--- src/rtl/puf_pkg.sv ---
// Shared definitions for the arbiter-PUF front end.
//  - state_t    : evaluation FSM states
//  - MODE_*     : response combiner encodings (2'b11 falls back to MODE_RAW)
//  - DEF_SEED / DEF_TAPS : default challenge LFSR seed and Fibonacci tap mask
package puf_pkg;

  typedef enum logic [2:0] {
    ST_IDLE,
    ST_LOAD,
    ST_EXCITE,
    ST_SETTLE,
    ST_SAMPLE,
    ST_VOTE,
    ST_DONE
  } state_t;

  localparam logic [1:0] MODE_RAW = 2'b00;
  localparam logic [1:0] MODE_XOR = 2'b01;
  localparam logic [1:0] MODE_MAJ = 2'b10;

  localparam logic [31:0] DEF_SEED = 32'hACE1_0001;
  localparam logic [31:0] DEF_TAPS = 32'h8020_0003;

endpackage

--- src/rtl/puf_arbiter_chain.sv ---
// Digital stand-in for one arbiter chain. The race outcome is modelled as the
// parity of the challenge bits selected by a per-chain mask (bit IDX). With
// JITTER=1 the outcome flips on every excite, emulating a metastable chain.
// The outcome is captured in a DFF on the excite cycle, as the real arbiter
// latch would be.
//  clk, rst   : clock, async active-low reset
//  challenge  : challenge applied to the delay stages
//  excite     : one-cycle launch pulse
//  dout       : captured race outcome
module puf_arbiter_chain
  import puf_pkg::*;
#(
  parameter int   IDX    = 0,
  parameter int   CHAL_W = 32,
  parameter logic JITTER = 1'b0
) (
  input  logic              clk,
  input  logic              rst,
  input  logic [CHAL_W-1:0] challenge,
  input  logic              excite,
  output logic              dout
);

  localparam logic [CHAL_W-1:0] ONE  = {{(CHAL_W-1){1'b0}}, 1'b1};
  localparam logic [CHAL_W-1:0] MASK = (IDX < CHAL_W) ? (ONE << IDX) : '0;

  logic tog;

  always_ff @(posedge clk or negedge rst) begin
    if (!rst) begin
      dout <= 1'b0;
      tog  <= 1'b0;
    end else if (excite) begin
      dout <= (^(challenge & MASK)) ^ (JITTER & tog);
      tog  <= ~tog;
    end
  end

endmodule

--- src/rtl/puf_arbiter_array.sv ---
// Arbiter-PUF front end: N_ARB chains share one challenge, each challenge is
// evaluated N_EVAL times, per-chain results are majority-voted with an
// instability flag, and a single response bit is formed per the latched mode.
// Ports:
//  clk, rst           : clock, async active-low reset
//  start              : request evaluation (IDLE only)
//  chal_sel, chal_in  : challenge source select (0 LFSR, 1 chal_in) and bus
//  mode               : combiner select, latched with the challenge
//  resp_ack           : consumes the result while resp_valid=1
//  c_bits             : challenge applied to the chains
//  busy               : LOAD through VOTE
//  resp_valid         : DONE until acknowledged
//  resp, unstable     : per-chain voted response / disagreement flag
//  resp_bit           : combined response
module puf_arbiter_array
  import puf_pkg::*;
#(
  parameter int               N_ARB       = 4,
  parameter int               CHAL_W      = 32,
  parameter int               N_EVAL      = 5,
  parameter int               SETTLE_CYC  = 4,
  parameter logic [31:0]      LFSR_SEED   = DEF_SEED,
  parameter logic [31:0]      LFSR_TAPS   = DEF_TAPS,
  parameter logic [N_ARB-1:0] JITTER_MASK = '0
) (
  input  logic              clk,
  input  logic              rst,
  input  logic              start,
  input  logic              chal_sel,
  input  logic [CHAL_W-1:0] chal_in,
  input  logic [1:0]        mode,
  input  logic              resp_ack,
  output logic [CHAL_W-1:0] c_bits,
  output logic              busy,
  output logic              resp_valid,
  output logic [N_ARB-1:0]  resp,
  output logic [N_ARB-1:0]  unstable,
  output logic              resp_bit
);

  localparam int CNT_W = $clog2(N_EVAL + 1);
  localparam int SET_W = $clog2(SETTLE_CYC + 1);
  localparam int PC_W  = $clog2(N_ARB + 1);

  localparam logic [CNT_W-1:0]  HALF    = CNT_W'(N_EVAL / 2);
  localparam logic [CNT_W-1:0]  ALL     = CNT_W'(N_EVAL);
  localparam logic [CNT_W-1:0]  LAST    = CNT_W'(N_EVAL - 1);
  localparam logic [SET_W-1:0]  SET_END = SET_W'(SETTLE_CYC - 1);
  localparam logic [PC_W-1:0]   ARB_HLF = PC_W'(N_ARB / 2);
  localparam logic [CHAL_W-1:0] SEED_LO = LFSR_SEED[CHAL_W-1:0];
  localparam logic [CHAL_W-1:0] TAPS    = LFSR_TAPS[CHAL_W-1:0];
  // An all-zero Fibonacci LFSR would lock up.
  localparam logic [CHAL_W-1:0] SEED    = (SEED_LO == '0) ? {{(CHAL_W-1){1'b0}}, 1'b1} : SEED_LO;

  state_t                       state;
  logic [CHAL_W-1:0]            lfsr;
  logic                         sel_q;
  logic [1:0]                   mode_q;
  logic [SET_W-1:0]             set_cnt;
  logic [CNT_W-1:0]             eval_cnt;
  logic [N_ARB-1:0][CNT_W-1:0]  ones_cnt;
  logic [N_ARB-1:0]             dout;
  logic                         excite;

  assign excite = (state == ST_EXCITE);

  for (genvar i = 0; i < N_ARB; i++) begin : g_chain
    puf_arbiter_chain #(
      .IDX    (i),
      .CHAL_W (CHAL_W),
      .JITTER (JITTER_MASK[i])
    ) u_chain (
      .clk       (clk),
      .rst       (rst),
      .challenge (c_bits),
      .excite    (excite),
      .dout      (dout[i])
    );
  end

  // Vote and combine from the finished ones-counters; registered in VOTE.
  logic [N_ARB-1:0] resp_v, unst_v;
  logic [PC_W-1:0]  pc;
  logic             bit_v;

  always_comb begin
    resp_v = '0;
    unst_v = '0;
    pc     = '0;
    for (int i = 0; i < N_ARB; i++) begin
      resp_v[i] = (ones_cnt[i] > HALF);
      unst_v[i] = (ones_cnt[i] != '0) && (ones_cnt[i] != ALL);
      pc        = pc + PC_W'(resp_v[i]);
    end
    case (mode_q)
      MODE_XOR: bit_v = ^resp_v;
      MODE_MAJ: bit_v = (pc > ARB_HLF);   // ties resolve to 0
      default:  bit_v = resp_v[0];
    endcase
  end

  logic lfsr_fb;
  assign lfsr_fb = ^(lfsr & TAPS);

  always_ff @(posedge clk or negedge rst) begin
    if (!rst) begin
      state      <= ST_IDLE;
      lfsr       <= SEED;
      sel_q      <= 1'b0;
      mode_q     <= MODE_RAW;
      set_cnt    <= '0;
      eval_cnt   <= '0;
      ones_cnt   <= '0;
      c_bits     <= '0;
      busy       <= 1'b0;
      resp_valid <= 1'b0;
      resp       <= '0;
      unstable   <= '0;
      resp_bit   <= 1'b0;
    end else begin
      case (state)
        ST_IDLE: if (start) begin
          // Challenge and mode captured here; later bus changes are ignored.
          state    <= ST_LOAD;
          busy     <= 1'b1;
          sel_q    <= chal_sel;
          mode_q   <= mode;
          c_bits   <= chal_sel ? chal_in : lfsr;
          ones_cnt <= '0;
          eval_cnt <= '0;
        end
        ST_LOAD:   state <= ST_EXCITE;
        ST_EXCITE: begin
          set_cnt <= '0;
          state   <= ST_SETTLE;
        end
        ST_SETTLE: begin
          if (set_cnt == SET_END) state <= ST_SAMPLE;
          else                    set_cnt <= set_cnt + 1'b1;
        end
        ST_SAMPLE: begin
          for (int i = 0; i < N_ARB; i++)
            ones_cnt[i] <= ones_cnt[i] + CNT_W'(dout[i]);
          eval_cnt <= eval_cnt + 1'b1;
          state    <= (eval_cnt == LAST) ? ST_VOTE : ST_EXCITE;
        end
        ST_VOTE: begin
          resp       <= resp_v;
          unstable   <= unst_v;
          resp_bit   <= bit_v;
          busy       <= 1'b0;
          resp_valid <= 1'b1;
          state      <= ST_DONE;
        end
        ST_DONE: if (resp_ack) begin
          // A start in the same cycle is dropped: state only reaches IDLE now.
          resp_valid <= 1'b0;
          state      <= ST_IDLE;
          if (!sel_q) lfsr <= {lfsr[CHAL_W-2:0], lfsr_fb};
        end
        default: state <= ST_IDLE;
      endcase
    end
  end

endmodule

--- config.mk ---
export PLATFORM = sky130hd
export DESIGN_NAME = puf_arbiter_array
export DESIGN_NICKNAME = d
export VERILOG_FILES = /design/src/rtl/puf_pkg.sv /design/src/rtl/puf_arbiter_chain.sv /design/src/rtl/puf_arbiter_array.sv
export SDC_FILE = /design/constraint.sdc
export NUM_CORES = 1
export LEC_CHECK = 0
export BUFFER_PORTS_ARGS = -buffer_cell sky130_fd_sc_hd__buf_2
export CELL_PAD_IN_SITES_DETAIL_PLACEMENT = 2
export CELL_PAD_IN_SITES_GLOBAL_PLACEMENT = 2
export CORE_ASPECT_RATIO = 0.7
export CORE_MARGIN = 2
export CORE_UTILIZATION = 30
export CTS_BUF_LIST = sky130_fd_sc_hd__clkbuf_8
export DETAILED_ROUTE_END_ITERATION = 7
export HOLD_SLACK_MARGIN = 0.12
export PLACE_DENSITY = 0.73
export SLEW_MARGIN = 20
export SYNTH_ARGS = -nofsm -noshare
export SYNTH_HDL_FRONTEND = slang
export SYNTH_SLANG_ARGS = --single-unit
--- constraint.sdc ---
create_clock -name clk -period 5.3 [get_ports clk]
set_clock_uncertainty 0.15 [all_clocks]
set_input_delay 0.795 -clock clk [delete_from_list [all_inputs] [get_ports clk]]
set_output_delay 0.795 -clock clk [all_outputs]
set_load 0.005 [all_outputs]
==> summary.txt, run 1 <==
Run status
  • Status: finished clean

Place
  • Final Wtd Congestion: 0.7136
  • DP Wirelength: 7.900 mm
  • Post-DP Area: 5343 um^2
  • Placed Cells: 651
  • Port bufs: 81

CTS
  • Cells resized by post-CTS repair: 0
  • Clk Latency, worst-skew pair: 370 ps
  • CTS H-tree lvls: 3
  • CTS tree: done
  • Clock root cell: clkbuf_8
  • CTS buffer count: 9
  • Clock Pin Slew Worst Setup and Hold Paths: 100 ps
  • Postcts setup bufs: 0
  • CTS sink cnt: 103
  • Number of hold buffers added after CTS: 0
  • Largest buffer count on any clock path: 2

Floorplanning
  • Die area: 17110 um^2
  • Num ports: 82
  • Initial Util: 30.90%
  • Die H: 110.0 um
  • CORE AREA: 15600 um^2
  • Die W: 155.5 um
  • Rows: 38

GRT
  • Vias in the first global route: 3506
  • First-pass GRT wire length: 18.78 mm
  • Gr usage total: 14.01%
  • Pin count of the biggest net entering global routing: 73
  • Overflow after GRT: 0
  • Initial antenna violation count: 0

Yosys
  • Post-Synthesis Cells: 389
  • Post-synthesis xor/xnor area fraction: 1.844%
  • Compound-gate portion of the synthesized area: 9.192%
  • Share of the synthesized area in the top cell type: 48.82%
  • Post-synth EDFFs: 0
  • Largest family of logic cells by synthesized area: multiplexers
  • Synthesized flop and latch total: 103
  • Synth Net Count: 447
  • Synth Area in Simple Gates: 8.310%
  • Cell area after synthesis: 4818 um^2
  • Mux cell area share after synthesis: 17.74%
  • Register area share after synthesis: 53.73%
  • Largest cells by area after synthesis: dfrtp_1 (49%), mux2_2 (9.8%), mux2i_1 (7.7%), dfstp_2 (4.9%), ha_1 (4.7%)
  • Avg Cell Area, Syn: 12.39 um^2
  • Post-synth cell types: 38
  • Asr flop ratio synth: 100.0%
  • Ys flop type: dfrtp_1
  • Syn. warnings: 0
  • Synth Area in Adders: 5.090%
  • Leading area contributor after synthesis: dfrtp_1

Cells and area
  • Layout Nets: 520
  • Post-Layout Cell Count: 667
  • Fraction of layout cells with a size suffix above 1: 34.05%
  • Diode count: 0
  • Finished Cell Area: 5570 um^2
  • Final core utilization: 35.72%
  • Area Overhead vs Synth: 15.61%

Critical path
  • Reg2reg path depth: 8
  • FF-to-FF Start: ones_cnt[9]$_DFFE_PN0P_
  • Crit path required time: 5400 ps
  • Setup CP Type: register to register
  • Startpoint types: register
  • Reg2reg setup slack: 2420 ps
  • Reg2reg end: resp_bit$_DFFE_PN0P_
  • Worst-path maximum fanout: 4
  • WP data arrival: 2980 ps
  • Worst Setup End Kind: register

STA
  • Final hold violation count: 0
  • Period utilization: 54.30%
  • Fin Hold WS: 286.9 ps
  • Worst-Margin Slew: 1013 ps
  • Slew Limit Headroom: 32.46%
  • Fin. max-slew vios: 0
  • Fmax: 347.5 MHz
  • # setup viols final: 0
  • RSZ-0062 raised after global routing: no
  • Setup_tns: 0 ps
  • Final min period: 2878 ps

Route
  • Post-route ant nets: 0
  • Vias per inst: 4.784
  • Total Wirelength: 11.30 mm
  • Routed via count: 3191
  • 1st-pass router iterations: 4
  • WL per Instance: 16.94 um
  • Initial drt markers: 94
  • DRC Markers: 0

Run
  • Max_cap viols: 0

Power
  • Leakage: 2.769 nW
  • Maximum vdd drop: 0.0001440 V
  • Power per cell area: 453.4 nW/um^2

Hold path
  • Hold WC Path Type: primary input to async pin
per-stage QoR:
step,setup slack [ps],power (mW)
2_1_floorplan,2654,1.658
3_3_place_gp,2541,1.925
3_5_place_dp,2430,1.999
4_1_cts,2401,2.583
5_1_grt,2240,2.740
6_report,2422,2.525
per-layer routing:
layer | part of all wire (%) | global-route usage, % | wire, um | vias up
met3 | 3.5 | 3.245 | 397 | 11
met4 | 1.1 | 3.735 | 127 | 0
met1 | 48 | 19.37 | 5473 | 1620
met2 | 47 | 22.35 | 5298 | 54
met5 | 0 | 0 | 0 | -
li1 | - | - | - | 1506
power by group:
part           leakage [nW]  internal, mW  switching (mW)
logic                  1.37         0.386           0.368
clock network         0.108         0.273           0.295
registers              1.29          1.01           0.197
total                  2.77          1.67           0.860
sequential cells by signal, indices dropped and copies added (netlist names):
name / count
set_cnt: 3
eval_cnt: 3
resp_valid: 1
resp_bit: 1
unstable: 4
ones_cnt: 12
mode_q: 2
g_chain.u_chain.dout: 4
busy: 1
sel_q: 1
lfsr: 32
state: 3
c_bits: 32
resp: 4
layout make-up:
type	count	area (um^2)
Timing Repair Buffer	84	430.4
Tap cell	200	250.2
Multi-Input combinational cell	253	2032
Clock inverter	7	103.9
Sequential cell	103	2589
Inverter	11	41.29
Fill cell	1665	10020
Clock buffer	9	123.9
how the worst max path moves through the flow:
stage | start | to | slack [ps] | cells after the start
2_1_floorplan | ones_cnt[0]$_DFFE_PN0P_ | resp_bit$_DFFE_PN0P_ | 2650 | 8
3_3_place_gp | ones_cnt[0]$_DFFE_PN0P_ | resp_bit$_DFFE_PN0P_ | 2540 | 8
3_5_place_dp | ones_cnt[0]$_DFFE_PN0P_ | resp_bit$_DFFE_PN0P_ | 2430 | 8
4_1_cts | ones_cnt[0]$_DFFE_PN0P_ | resp_bit$_DFFE_PN0P_ | 2400 | 8
5_1_grt | ones_cnt[0]$_DFFE_PN0P_ | resp_bit$_DFFE_PN0P_ | 2240 | 8
6_report | ones_cnt[9]$_DFFE_PN0P_ | resp_bit$_DFFE_PN0P_ | 2420 | 8
layout by cell type (no fill, tap or decap), types with 2 or more instances in the layout:
cell / netlist / routed
a21o_1: 3 / 3
a21oi_1: 41 / 41
a22o_1: 11 / 11
buf_2: 8 / 80
buf_4: 7 / 4
bufinv_16: 0 / 2
clkbuf_8: 0 / 9
clkinvlp_4: 0 / 2
dfrtp_1: 94 / 94
dfstp_2: 9 / 9
ha_1: 18 / 18
inv_1: 11 / 11
inv_6: 0 / 2
mux2_2: 42 / 42
mux2i_1: 37 / 37
nand2_1: 19 / 19
nand2b_1: 2 / 2
nand3b_4: 2 / 2
nor2_1: 41 / 41
nor3b_4: 2 / 2
nor4b_1: 2 / 2
o21ai_0: 10 / 10
xnor3_1: 2 / 2
xor2_1: 5 / 5
Yosys cell counts (2+ instances only):
| cell type | count |
|---|---|
| xnor3_1 | 2 |
| mux2i_1 | 37 |
| inv_1 | 11 |
| mux2_2 | 42 |
| a22o_1 | 11 |
| nand3b_4 | 2 |
| nand2_1 | 19 |
| nor3b_4 | 2 |
| xor2_1 | 5 |
| nand2b_1 | 2 |
| dfstp_2 | 9 |
| buf_2 | 8 |
| buf_6 | 5 |
| nor2_1 | 41 |
| dfrtp_1 | 94 |
| ha_1 | 18 |
| buf_4 | 7 |
| clkbuf_1 | 2 |
| o21ai_0 | 10 |
| a21o_1 | 3 |
| a21oi_1 | 41 |
| nor4b_1 | 2 |
worst max-delay path: stages (launching register included):
cell      delay (ps)
dfrtp_1          450
a21oi_1          310
inv_1            110
fa_1             460
ha_1             230
ha_1             290
or3b_2           440
a32oi_1          200
o221ai_1         130
cell families after synthesis:
family,Yosys count
and+or+nand+nor,74
adders and majority gates,19
DFF,103
muxes,80
buffers and inverters,33
AOI/OAI and AO/OA,73
xor gates and xnor gates,7
No activity file was read; power rests on OpenSTA's default activity.
==> run 2, diff against run 1 <==
--- a/config.mk
+++ b/config.mk
@@ -14,7 +14,7 @@
 export CTS_BUF_LIST = sky130_fd_sc_hd__clkbuf_8
 export DETAILED_ROUTE_END_ITERATION = 7
 export HOLD_SLACK_MARGIN = 0.12
-export PLACE_DENSITY = 0.73
+export PLACE_DENSITY = 0.75
 export SLEW_MARGIN = 20
 export SYNTH_ARGS = -nofsm -noshare
 export SYNTH_HDL_FRONTEND = slang
==> constraint.sdc (replaced) <==
create_clock -name clk -period 2.45 [get_ports clk]
set_clock_uncertainty 0.15 [all_clocks]
set_input_delay 0.3675 -clock clk [delete_from_list [all_inputs] [get_ports clk]]
set_output_delay 0.3675 -clock clk [all_outputs]
set_load 0.005 [all_outputs]
==> run 2 against run 1 <==
Effect of this change: the run now ends with negative setup slack left; worst setup slack worse by 2500 ps; count of clock-buffer cells in the layout is 1 higher; critical path depth stayed put; die area stayed put; cell area is 4.7% higher; final cell count is 4.0% higher; critical path type unchanged; largest cell class unchanged.
==> summary.txt, run 2 (synthesized netlist as in run 1, its figures left out) <==
Run status
  • Status: finished, violations left
  • Failing checks: negative setup slack

Floorplanning
  • Die W: 155.5 um (unchanged)
  • Num ports: 82 (unchanged)
  • Die area: 17110 um^2 (unchanged)
  • Die H: 110.0 um (unchanged)
  • Initial Util: 30.90% (unchanged)
  • CORE AREA: 15600 um^2 (unchanged)
  • Rows: 38 (unchanged)

Critical path
  • FF-to-FF Start: ones_cnt[10]$_DFFE_PN0P_
  • Reg2reg end: resp_bit$_DFFE_PN0P_
  • Most used cell, CP: ha_4
  • Worst-path maximum fanout: 2 (-2)
  • Slowest cell on the critical path: fa_1
  • WP data arrival: 2670 ps (-310 ps)
  • Startpoint types: register
  • Critical path origin: ones_cnt[10]$_DFFE_PN0P_
  • CP max stage delay: 520 ps (+60 ps)
  • Crit path required time: 2560 ps (-2840 ps)
  • Worst Setup EP: resp_bit$_DFFE_PN0P_
  • Worst Setup End Kind: register
  • CP Cell Sequence: a21oi_2 -> inv_2 -> fa_1 -> ha_4 -> ha_4 -> or3b_4 -> a32oi_2 -> o221ai_2
  • Reg2reg setup slack: -110 ps (-2530 ps)
  • Reg2reg path depth: 8 (unchanged)
  • Setup CP Type: register to register

Cells and area
  • Fillers: 1649 (-0.96%)
  • Fraction of layout cells with a size suffix above 1: 38.34% (+4.3 points)
  • Post-Layout Cell Count: 694 (+4.0%)
  • Most frequent cells in the layout: dfrtp_1 (94), buf_2 (80), mux2_2 (42)
  • Largest regs: c_bits (32), lfsr (32), ones_cnt (12)
  • Area Overhead vs Synth: 21.06%
  • Commonest non-fill, non-tap cell in the layout: dfrtp_1
  • Reg area: 2589 um^2 (unchanged)
  • Final core utilization: 37.40% (+1.7 points)
  • Layout Nets: 546 (+5.0%)
  • Area occupied by multi-input gates: 2081 um^2 (+2.4%)

STA
  • Fin. max-slew vios: 0 (unchanged)
  • Setup_tns: -105.9 ps (-105.9 ps)
  • Worst-Margin Slew: 566.5 ps (-446.5 ps)
  • Setup slack after layout: -105.9 ps (-2528 ps)
  • RSZ-0062 raised after global routing: yes
  • Final hold violation count: 0 (unchanged)
  • Period utilization: 104.3% (+50 points)
  • Slew Limit Headroom: 62.23% (+30 points)
  • Final min period: 2556 ps (-322.1 ps)
  • # setup viols final: 1 (+1)
  • Fmax: 391.2 MHz (+13%)

Route
  • WL per Instance: 17.71 um (+4.6%)
  • Total Wirelength: 12.29 mm (+8.8%)
  • Routed via count: 3358 (+5.2%)
  • DRC Markers: 0 (unchanged)
  • Initial drt markers: 87 (-7.4%)
  • 1st-pass router iterations: 4 (unchanged)
  • Vias per inst: 4.839 (+1.1%)
  • Post-route ant nets: 0 (unchanged)

CTS
  • CTS tree: done
  • CTS sink cnt: 103 (unchanged)
  • CTS H-tree lvls: 3 (unchanged)
  • Clock Pin Slew Worst Setup and Hold Paths: 100 ps (about the same)
  • Largest buffer count on any clock path: 2 (unchanged)
  • Clk Latency, worst-skew pair: 370 ps (about the same)
  • CTS buffer count: 9 (unchanged)
  • Clock root cell: clkbuf_8

Power
  • PnR Total Power: 5.596 mW (+120%)
  • Power per cell area: 959.3 nW/um^2 (+110%)
  • Maximum vdd drop: 0.0002713 V (+88%)
  • Leakage: 2.896 nW (+4.6%)

Place
  • Placed Cells: 671 (+3.1%)
  • Final Wtd Congestion: 0.7827 (+9.7%)
  • Port bufs: 81 (unchanged)
  • DP Wirelength: 9.124 mm (+15%)

Hold path
  • Hold WC Path Type: primary input to register

GRT
  • Vias in the first global route: 3803 (+8.5%)
  • Initial antenna violation count: 1 (+1)
  • Overflow after GRT: 0 (unchanged)
  • First-pass GRT wire length: 20.33 mm (+8.3%)
  • Gr usage total: 15.40% (+1.4 points)
  • Pin count of the biggest net entering global routing: 49 (-33%)

Run
  • Max_cap viols: 0 (unchanged)
## run 2: layout make-up
cell class,instances,area share (%)
inverters,11,0.7079
diodes,1,0.04290
clock buffers,10,2.360
clock inverters,6,1.051
repair buffers,110,11.50
flip-flops and latches,103,44.38
well taps,200,4.290
multi-input cells,253,35.67
## run 2: power breakdown
group	internal [mW]	switching [mW]	total, mW
clock network	0.495	0.603	1.10
registers	2.18	0.383	2.56
logic	1.01	0.928	1.93
## run 2: metrics by stage
stage / hold WS [ps] / setup slack (ps) / cell area [um^2]
floorplan: -78.09 / -38.97 / 4831
global placement: 233.1 / -74.12 / 5543
detailed placement: 241.5 / -208.3 / 5543
CTS: 132.5 / -149.0 / 5799
global route: 158.0 / -185.0 / 5831
finish: 145.8 / -105.9 / 5833
## run 2: how the worst min path moves through the flow
stage | startpoint | endpoint | slack [ps] | depth (start not counted)
after floorplan | rst | busy$_DFFE_PN0P_ | -80 | 0
after global placement | rst | unstable[1]$_DFFE_PN0P_ | 230 | 1
after detailed placement | rst | unstable[0]$_DFFE_PN0P_ | 240 | 1
after CTS | chal_in[18] | c_bits[18]$_DFFE_PN0P_ | 130 | 3
after global routing | chal_in[16] | c_bits[16]$_DFFE_PN0P_ | 160 | 3
final | chal_in[18] | c_bits[18]$_DFFE_PN0P_ | 150 | 3
## run 2: per-layer routing
layer / routed length, um / GRT usage, % / vias up
li1: - / - / 1558
met2: 6079 / 26.61 / 67
met4: 99 / 3.539 / 0
met3: 550 / 3.909 / 11
met1: 5561 / 19.65 / 1722
met5: 0 / 0 / -
## run 2: what timing repair did
action	CTS	global route
hold buffers	3	0
endpoints found under the setup margin	1	1
pin swaps	2	2
gates cloned	0	0
hold endpoints to repair	38	0
resized for setup	1	4
buffers inserted	2	1
## run 2: critical path, delay by kind of cell (launching register included)
kind | cells | cell delay [ps]
AO/OA/AOI/OAI | 3 | 490
adder cells (fa/ha/maj) | 3 | 970
AND/OR/NAND/NOR | 1 | 370
buffers and inverters | 1 | 50
flip-flops | 1 | 410
==> run 3, diff against run 2 <==
--- a/config.mk
+++ b/config.mk
@@ -10,12 +10,11 @@
 export CELL_PAD_IN_SITES_GLOBAL_PLACEMENT = 2
 export CORE_ASPECT_RATIO = 0.7
 export CORE_MARGIN = 2
-export CORE_UTILIZATION = 30
+export CORE_UTILIZATION = 35
 export CTS_BUF_LIST = sky130_fd_sc_hd__clkbuf_8
 export DETAILED_ROUTE_END_ITERATION = 7
 export HOLD_SLACK_MARGIN = 0.12
-export PLACE_DENSITY = 0.75
-export SLEW_MARGIN = 20
+export PLACE_DENSITY = 0.85
 export SYNTH_ARGS = -nofsm -noshare
 export SYNTH_HDL_FRONTEND = slang
 export SYNTH_SLANG_ARGS = --single-unit
==> run 3 against run 2 <==
Effect of this change: the flow still finishes with violations (negative setup slack); power grew 1.5%; first-iteration DRC count grew 1.1%; flip-flop and latch count is the same; worst setup slack lost 18 ps; cell area grew 0.43%; critical path type unchanged; largest cell class unchanged.
==> summary.txt, run 3 (synthesized netlist as in run 1, its figures left out) <==
Run status
  • Status: finished, violations left
  • Failing checks: negative setup slack

Route
  • Total Wirelength: 13.11 mm (+6.6%)
  • 1st-pass router iterations: 3 (-1)
  • Initial drt markers: 88 (+1.1%)
  • DRC Markers: 0 (unchanged)
  • WL per Instance: 19.11 um (+7.9%)
  • Vias per inst: 4.902 (+1.3%)
  • Post-route ant nets: 0 (unchanged)
  • Routed via count: 3363 (+0.15%)

Cells and area
  • Commonest non-fill, non-tap cell in the layout: dfrtp_1
  • Layout Nets: 554 (+1.5%)
  • Fraction of layout cells with a size suffix above 1: 39.12% (+0.79 points)
  • Area Overhead vs Synth: 21.58%
  • Largest regs: c_bits (32), lfsr (32), ones_cnt (12)
  • Most frequent cells in the layout: dfrtp_1 (94), buf_2 (80), mux2_2 (42)
  • Diode count: 0 (-1)

STA
  • Final hold violation count: 0 (unchanged)
  • Slew Limit Headroom: 60.24% (-2.0 points)
  • Period utilization: 105.0% (+0.72 points)
  • Final min period: 2574 ps (+17.57 ps)
  • Setup slack after layout: -123.5 ps (-17.57 ps)
  • Fmax: 388.6 MHz (-0.68%)
  • RSZ-0062 raised after global routing: yes
  • # setup viols final: 1 (unchanged)
  • Setup_tns: -123.5 ps (-17.57 ps)
  • Worst-Margin Slew: 596.4 ps (+29.87 ps)
  • Fin. max-slew vios: 0 (unchanged)

Critical path
  • Startpoint types: register
  • Worst-path maximum fanout: 2 (unchanged)
  • Worst Setup End Kind: register
  • Setup CP Type: register to register
  • WP data arrival: 2680 ps (about the same)
  • Crit path required time: 2560 ps (about the same)

GRT
  • Initial antenna violation count: 0 (-1)
  • Overflow after GRT: 0 (unchanged)
  • Gr usage total: 18.89% (+3.5 points)
  • Vias in the first global route: 4018 (+5.7%)
  • Pin count of the biggest net entering global routing: 52 (+6.1%)
  • First-pass GRT wire length: 21.28 mm (+4.6%)

CTS
  • CTS buffer count: 9 (unchanged)
  • Largest buffer count on any clock path: 2 (unchanged)
  • CTS sink cnt: 103 (unchanged)
  • Clk Latency, worst-skew pair: 390 ps (+20 ps)
  • CTS H-tree lvls: 3 (unchanged)
  • CTS tree: done
  • Clock Pin Slew Worst Setup and Hold Paths: 110 ps (about the same)
  • Clock root cell: clkbuf_8

Run
  • Max_cap viols: 0 (unchanged)

Place
  • Port bufs: 81 (unchanged)
  • Setup WS pre-CTS: -180.1 ps (+28.16 ps)
  • Final Wtd Congestion: 0.8090 (+3.4%)
  • DP Wirelength: 9.131 mm (about the same)

Floorplanning
  • Die area: 14740 um^2 (-14%)
  • Num ports: 82 (unchanged)
  • CORE AREA: 13310 um^2 (-15%)
  • Die W: 144.2 um (-7.2%)
  • Die H: 102.2 um (-7.1%)
  • Rows: 35 (-7.9%)
  • Initial Util: 36.19% (+5.3 points)

Power
  • Leakage: 2.934 nW (+1.3%)
  • PnR Total Power: 5.677 mW (+1.5%)
  • Power per cell area: 969.2 nW/um^2 (+1.0%)
  • Maximum vdd drop: 0.0003078 V (+13%)

Hold path
  • Hold WC Path Type: primary input to register
[run 3: cell types whose count changed in the layout (fill, tap and decap cells not counted), sizes merged]
cell         change
bufinv           -1
buf              +6
clkbuf           -1
dlygate4sd3      +2
clkinvlp         -3
clkinv           +3
inv              +2
diode            -1
[run 3: report_power, final]
| group | internal, mW | switching [mW] | total, mW |
|---|---|---|---|
| Clock | 0.385 | 0.656 | 1.04 |
| Sequential | 2.18 | 0.414 | 2.59 |
| Combinational | 1.04 | 1.00 | 2.04 |
| Total | 3.61 | 2.07 | 5.68 |
[run 3: worst paths after layout]
kind,from,to,slack (ps),depth (start not counted)
worst max-delay path,ones_cnt[9]$_DFFE_PN0P_,resp_bit$_DFFE_PN0P_,-120,8
worst min-delay path,chal_in[14],c_bits[14]$_DFFE_PN0P_,140,3
worst max register to register,ones_cnt[9]$_DFFE_PN0P_,resp_bit$_DFFE_PN0P_,-120,8
worst min register to register,busy$_DFFE_PN0P_,busy$_DFFE_PN0P_,330,1
max in group asynchronous,rst,lfsr[0]$_DFFE_PN1P_,1160,3
min in group asynchronous,rst,c_bits[24]$_DFFE_PN0P_,310,2
[run 3: per-stage QoR]
stage | util [%] | cell area [um^2] | std cells | hold WS, ps
floorplan | - | 4831 | 389 | -78.09
global placement | 41.61 | 5539 | 658 | 197.2
detailed placement | 41.61 | 5539 | 658 | 202.1
CTS | 43.66 | 5812 | 683 | 122.5
global route | 44.00 | 5858 | 686 | 148.5
finish | 44.00 | 5858 | 686 | 136.3
[run 3: worst max-delay path, cell delays in order (launching register included)]
cell and delay (ps):
dfrtp_1 400, a21oi_2 180, inv_2 60, fa_1 530
ha_4 200, ha_4 250, or3b_4 370, a32oi_2 200
o221ai_2 120
[run 3: layer usage]
metal	up-vias	track usage [%]	routed length, um
li1	1574	-	-
met3	16	4.124	473
met1	1713	23.14	5532
met5	-	0	0
met4	0	5.975	199
met2	60	33.66	6903
[run 3: final cells by class]
class                   count  area (um^2)
inverters                  11        41.29
flip-flops and latches    103         2589
repair buffers            118        735.7
clock buffers               9        123.9
well taps                 185        231.5
fillers                  1385         7455
clock inverters             7        56.30
multi-input cells         253         2081
[run 3: what timing repair did]
action | CTS | global route
pin swaps | 6 | 5
setup endpoints to repair | 1 | 1
buffers inserted | 4 | 3
gates resized for setup | 1 | 4
endpoints found under the hold margin | 35 | 0
hold buffers | 5 | 0
